--- config.mk ---
export PLATFORM = sky130hd
export DESIGN_NAME = down_counter_reg
export DESIGN_NICKNAME = d
export VERILOG_FILES = /design/src/rtl/down_counter_reg.sv
export SDC_FILE = /design/constraint.sdc
export NUM_CORES = 1
export LEC_CHECK = 0
export BUFFER_PORTS_ARGS = -buffer_cell sky130_fd_sc_hd__buf_2
export CAP_MARGIN = 30
export CORE_MARGIN = 4
export CORE_UTILIZATION = 30
export CTS_BUF_LIST = sky130_fd_sc_hd__clkbuf_2
export DETAILED_ROUTE_END_ITERATION = 16
export HOLD_SLACK_MARGIN = 0.15
export PLACE_DENSITY_LB_ADDON = 0.3
export SETUP_SLACK_MARGIN = 0.2
export SLEW_MARGIN = 20
export SYNTH_ARGS = -nofsm -noshare
export SYNTH_HDL_FRONTEND = slang
export SYNTH_SLANG_ARGS = --single-unit
--- constraint.sdc ---
create_clock -name clk -period 2.1 [get_ports clk]
set_clock_uncertainty 0.2 [all_clocks]
set_input_delay 0.21 -clock clk [delete_from_list [all_inputs] [get_ports clk]]
set_output_delay 0.21 -clock clk [all_outputs]
set_load 0.01 [all_outputs]
--- src/rtl/down_counter_reg.sv ---
// Programmable down-counter with a staged input register. It emits a registered
// borrow pulse at terminal count and can optionally auto-reload for periodic timing.
module down_counter_reg #(
  parameter int WIDTH = 8
) (
  input  logic             clk,
  input  logic             clr,
  input  logic             tick,
  input  logic [WIDTH-1:0] data_in,
  input  logic             load_in,
  input  logic             load_cnt,
  input  logic             start,
  input  logic             stop,
  input  logic             auto_reload,
  output logic [WIDTH-1:0] count,
  output logic             zero,
  output logic             borrow,
  output logic             busy
);

  typedef enum logic [1:0] {
    IDLE = 2'd0,
    RUN  = 2'd1,
    DONE = 2'd2
  } state_t;

  state_t           state_q, state_d;
  logic [WIDTH-1:0] in_reg_q, in_reg_d;
  logic [WIDTH-1:0] count_q, count_d;
  logic             borrow_q, borrow_d;

  always_ff @(posedge clk or posedge clr) begin
    if (clr) begin
      state_q  <= IDLE;
      in_reg_q <= '0;
      count_q  <= '0;
      borrow_q <= 1'b0;
    end else begin
      state_q  <= state_d;
      in_reg_q <= in_reg_d;
      count_q  <= count_d;
      borrow_q <= borrow_d;
    end
  end

  always_comb begin
    state_d  = state_q;
    count_d  = count_q;
    borrow_d = 1'b0;
    in_reg_d = load_in ? data_in : in_reg_q;

    unique case (state_q)
      IDLE: begin
        if (start && !stop) state_d = RUN;
      end
      RUN: begin
        if (stop) begin
          state_d = IDLE;
        end else if (!load_cnt && tick) begin
          if (count_q != '0) begin
            count_d = count_q - WIDTH'(1);
          end else begin
            borrow_d = 1'b1;
            if (auto_reload) count_d = in_reg_q;
            else             state_d = DONE;
          end
        end
      end
      DONE: begin
        if (stop)       state_d = IDLE;
        else if (start) state_d = RUN;
      end
      default: state_d = IDLE;
    endcase

    // Loading the counter always uses the pre-edge input register value.
    if (load_cnt) count_d = in_reg_q;
  end

  assign count  = count_q;
  assign zero   = (count_q == '0);
  assign borrow = borrow_q;
  assign busy   = (state_q == RUN);

endmodule

* After elaboration in Yosys (flattened, before gate mapping) *
Index checks and enable logic that the tools add are counted.

cells by class
  add/subtract/negate cells = 1
  equality and inequality tests = 8
  multiplexer cells = 18
  reductions and logical operators = 12

operator list
  cell                                                  number
  2-to-1 mux 8 bit                                      6
  2-to-1 mux 2 bit                                      7
  != test 3 bit (second input constant)                 3
  zero test 8 bit                                       1
  nonzero test 8 bit                                    1
  subtractor 8 x 1 -> 8 bit (second input constant)     1
  one-hot mux 2 bit (3 select lines)                    1
  AND reduction 5 bit                                   1
  2-to-1 mux 1 bit                                      4
  != test 2 bit (second input constant)                 2
  AND reduction 4 bit                                   1
  nonzero test 2 bit                                    2
  != test 3 x 2 -> 1 bit (second input constant)        1
  nonzero test 3 bit                                    1
  equality test 2 x 1 -> 1 bit (second input constant)  1
  equality test 2 bit (second input constant)           1
  logical AND 1 bit                                     2
  zero test 1 bit                                       2
  zero test 2 bit                                       1

storage, ports and cells
  register bits = 19
  input bits = 16
  output and inout bits = 11
  logic and storage cells = 43

* Depth between registers and ports, before layout *
  depth in word-level cells = 6
  depth in mapped cells = 7
  gate-level depth less buffers = 7

* Worst setup path after synthesis *
No wires, ideal clock.

  path kind = register to register
  from = reg count_q[0] (netlist: count[0])
  to = reg count_q[6] (netlist: count[6])
  arrival = 1.808 ns
  setup slack = -0.052 ns
  stages on the path, launching flop included = 7
  path buffers = 0
  clock period less this slack = 2.152 ns
  path through = dfrtp_1 -> inv_1 -> ha_1 -> nor3b_2 -> mux2_2 -> a311oi_1 -> a21oi_1

between the ends
  word-level cells in the longest chain between the ends = 6

RTL lines
  item                                                                    RTL line  text
  start, declared                                                         29        logic [WIDTH-1:0] count_q, count_d;
  start signal, assigned                                                  41        count_q <= count_d;
  subtractor 8 x 1 -> 8 bit / nonzero test 8 bit (equally long branches)  61, 60
  2-to-1 mux 8 bit                                                        60        if (count_q != '0) begin
  2-to-1 mux 8 bit                                                        59        end else if (!load_cnt && tick) begin
  2-to-1 mux 8 bit                                                        57        if (stop) begin
  2-to-1 mux 8 bit                                                        52        unique case (state_q)
  2-to-1 mux 8 bit                                                        77        if (load_cnt) count_d = in_reg_q;

Several ways; a longest one is shown, not always the timed one. The select of a mux whose other input is x is not followed.
A chain may end at the register's enable or synchronous reset.

* Worst setup path after layout *
Ends and elaborated chain as after synthesis.

==> flow_summary.json <==
{
  "worst-endpoint-arrival_ns": 1.94,
  "clockRootBuffer": "clkbuf_2",
  "finalCriticalPeriod_ns": 1.910,
  "cts-buffers-inserted": 3,
  "finalHoldViolations": 0,
  "final_common_cell": "buf_2",
  "path_clk_slew_ns": 0.21,
  "worstMarginPinSlew_ns": 0.7476,
  "n_fill_cell": 309,
  "grt_pass1_wl_um": 5444,
  "globalplace.congestion": 0.8332,
  "setup.worst_path.end": "count[6]$_DFFE_PP0P_",
  "crit_chain": "inv_4, ha_4, nor3b_4, buf_6, mux2_4, a311oi_2, a21oi_1",
  "max_slew_margin": 0.5010,
  "start_util": 0.3175,
  "final_nets": 195,
  "drive_above_1_share": 0.4034,
  "ys_seq_area_frac": 0.4419,
  "setup.worst_path.start": "count[0]$_DFFE_PP0P_",
  "start_kind": "flop",
  "place_area_um2": 1333,
  "clock_path_buffers": 2,
  "ios": 27,
  "slew_violations": 0,
  "drtAntennaViolNets": 0,
  "die_area_um2": 4609,
  "dieWidth_um": 67.89,
  "wire_per_inst_um": 14.65,
  "multiInputGateArea_um2": 585.6,
  "synth_edf_count": 0,
  "cpMaxStageDelayCell": "dfrtp_2",
  "final_cell_mix": "25 x buf_2, 23 x dlygate4sd3_1, 17 x dfrtp_1",
  "dp.cells": 185,
  "port_buffers": 26,
  "cts.sinks": 19,
  "ys_types": 36,
  "n_antenna_cell": 0,
  "worst_hold_slack_ns": 0.3135,
  "setup_tns_ns": 0,
  "p_leak_nw": 0.7491,
  "drv_cap": 0,
  "grt_pass1_vias": 1232,
  "synth.avg_cell_area_um2": 9.963,
  "register_area_um2": 478.0,
  "final_area_um2": 1699,
  "grt_max_degree": 20,
  "vias_per_cell": 5.185,
  "synth_ff_type": "dfrtp_1",
  "cp.required_ns": 2.13,
  "synth_nets": 126,
  "cts_tree": "yes",
  "outcome": "finished clean",
  "hold_path.class": "input pin to asynchronous set/reset pin",
  "hpwl_um": 2147,
  "core_um2": 3390,
  "ys_warn_count": 0,
  "core.rowCount": 21,
  "crit_type": "flop to flop",
  "dr.pass1.iters": 4,
  "rr_endpoint": "count[6]$_DFFE_PP0P_",
  "critPathCaptureType": "flop",
  "timing.rr.start": "count[0]$_DFFE_PP0P_",
  "antenna_found_initial": 0,
  "grt_usage": 0.1545,
  "synth_area_um2": 1076,
  "ys_ff_latch": 19,
  "vias": 1151,
  "max_stage_delay_ns": 0.47,
  "max_clock_freq_mhz": 523.5,
  "reg2reg_depth": 7,
  "syn_inst": 108,
  "cp_max_fo": 6,
  "die-height_um": 67.89,
  "rsz0062_at_grt": "true",
  "r2r_slack_ns": 0.19,
  "finalNonFillerCells": 222,
  "area_delta_synth_final_pct": 57.91,
  "drc": 0,
  "cts.htree.levels": 1,
  "finalSetupViolCount": 0,
  "synthArstFlopShare": 1.000,
  "vdd_drop_max_mv": 0.3195,
  "overflow": 0,
  "finalCritPeriodShare": 0.9096,
  "routed_wl_um": 3252,
  "drtIter0Drc": 52,
  "powerDensity_nw_per_um2": 534.1,
  "insertion_delay_ns": 0.33
}
registers in the layout, summed over array words and instances (netlist names):
signal,flops
in_reg_q,8
borrow,1
state_q,2
count,8
stage by stage:
step	utilization	power (mW)	setup WS [ns]
after global routing	0.5013	0.9625	0.1118
after floorplan	-	0.5726	0.1462
after CTS	0.4906	0.8922	0.1992
after detailed placement	0.3931	0.6690	0.1171
final	0.5013	0.9075	0.1899
after global placement	0.3931	0.6616	0.1818
where the power goes:
group / total [mW] / switching [mW] / leakage, nW / internal (mW)
registers: 0.442 / 0.0397 / 0.223 / 0.402
logic: 0.294 / 0.138 / 0.510 / 0.156
clock network: 0.171 / 0.128 / 0.0164 / 0.0432
critical path, delay by kind of cell, from the launching register on:
kind            cells  cell delay [ns]
simple gates        1             0.24
mux                 1             0.30
flops               1             0.47
compound gates      2             0.26
buf+inv             2             0.23
fa+ha+maj           1             0.13
area by class of cell:
cell class,instances,share of cell area
Tap cell,46,0.03387
Multi-Input combinational cell,76,0.3446
Clock inverter,1,0.002946
Sequential cell,19,0.2813
Clock buffer,3,0.008837
Inverter,10,0.02651
Timing Repair Buffer,67,0.3019
per-layer routing:
layer / wire (µm) / share of wire / vias up / global-route usage
met3: 188 / 0.058 / 10 / 0.02135
li1: - / - / 539 / -
met4: 74 / 0.023 / 0 / 0.08685
met1: 1290 / 0.40 / 552 / 0.1778
met5: 0 / 0 / - / 0
met2: 1699 / 0.52 / 50 / 0.2734
timing repair:
item                                    CTS  global route
gates cloned                              0             0
pin swaps                                 3             4
buffers inserted                          8             2
resized for setup                         6             5
hold buffers                             23             0
endpoints found under the hold margin    34             0
endpoints found under the setup margin    5             7
logic make-up after synthesis:
logic type / Yosys count / synth area share
and+or+nand+nor: 36 / 0.2047
AOI/OAI and AO/OA: 32 / 0.2163
DFF: 19 / 0.4419
buffers and inverters: 13 / 0.05115
muxes: 6 / 0.06279
adders and majority gates: 2 / 0.02325
cell usage after synthesis, types with 2 or more instances:
master / n / share of area
nand3_1: 6 / 0.028
nor3_1: 4 / 0.019
nor2b_1: 5 / 0.029
a21oi_1: 5 / 0.023
nor2_1: 7 / 0.024
mux2_2: 6 / 0.063
a31oi_1: 2 / 0.012
dfrtp_1: 19 / 0.44
o21ai_0: 9 / 0.042
a22oi_1: 2 / 0.014
inv_1: 9 / 0.031
nand2_1: 5 / 0.017
ha_1: 2 / 0.023
o22ai_1: 2 / 0.012
a32oi_1: 4 / 0.033
worst min-delay path by stage:
stage / end / start / slack, ns / depth (start not counted)
2_1_floorplan: borrow$_DFF_PP0_ / clr / -0.04 / 1
3_3_place_gp: in_reg_q[7]$_DFFE_PP0P_ / clr / 0.16 / 2
3_5_place_dp: in_reg_q[2]$_DFFE_PP0P_ / clr / 0.17 / 2
4_1_cts: in_reg_q[2]$_DFFE_PP0P_ / clr / 0.34 / 3
5_1_grt: in_reg_q[2]$_DFFE_PP0P_ / clr / 0.37 / 3
6_report: in_reg_q[2]$_DFFE_PP0P_ / clr / 0.31 / 3
Power figures use the tool's default switching activity.
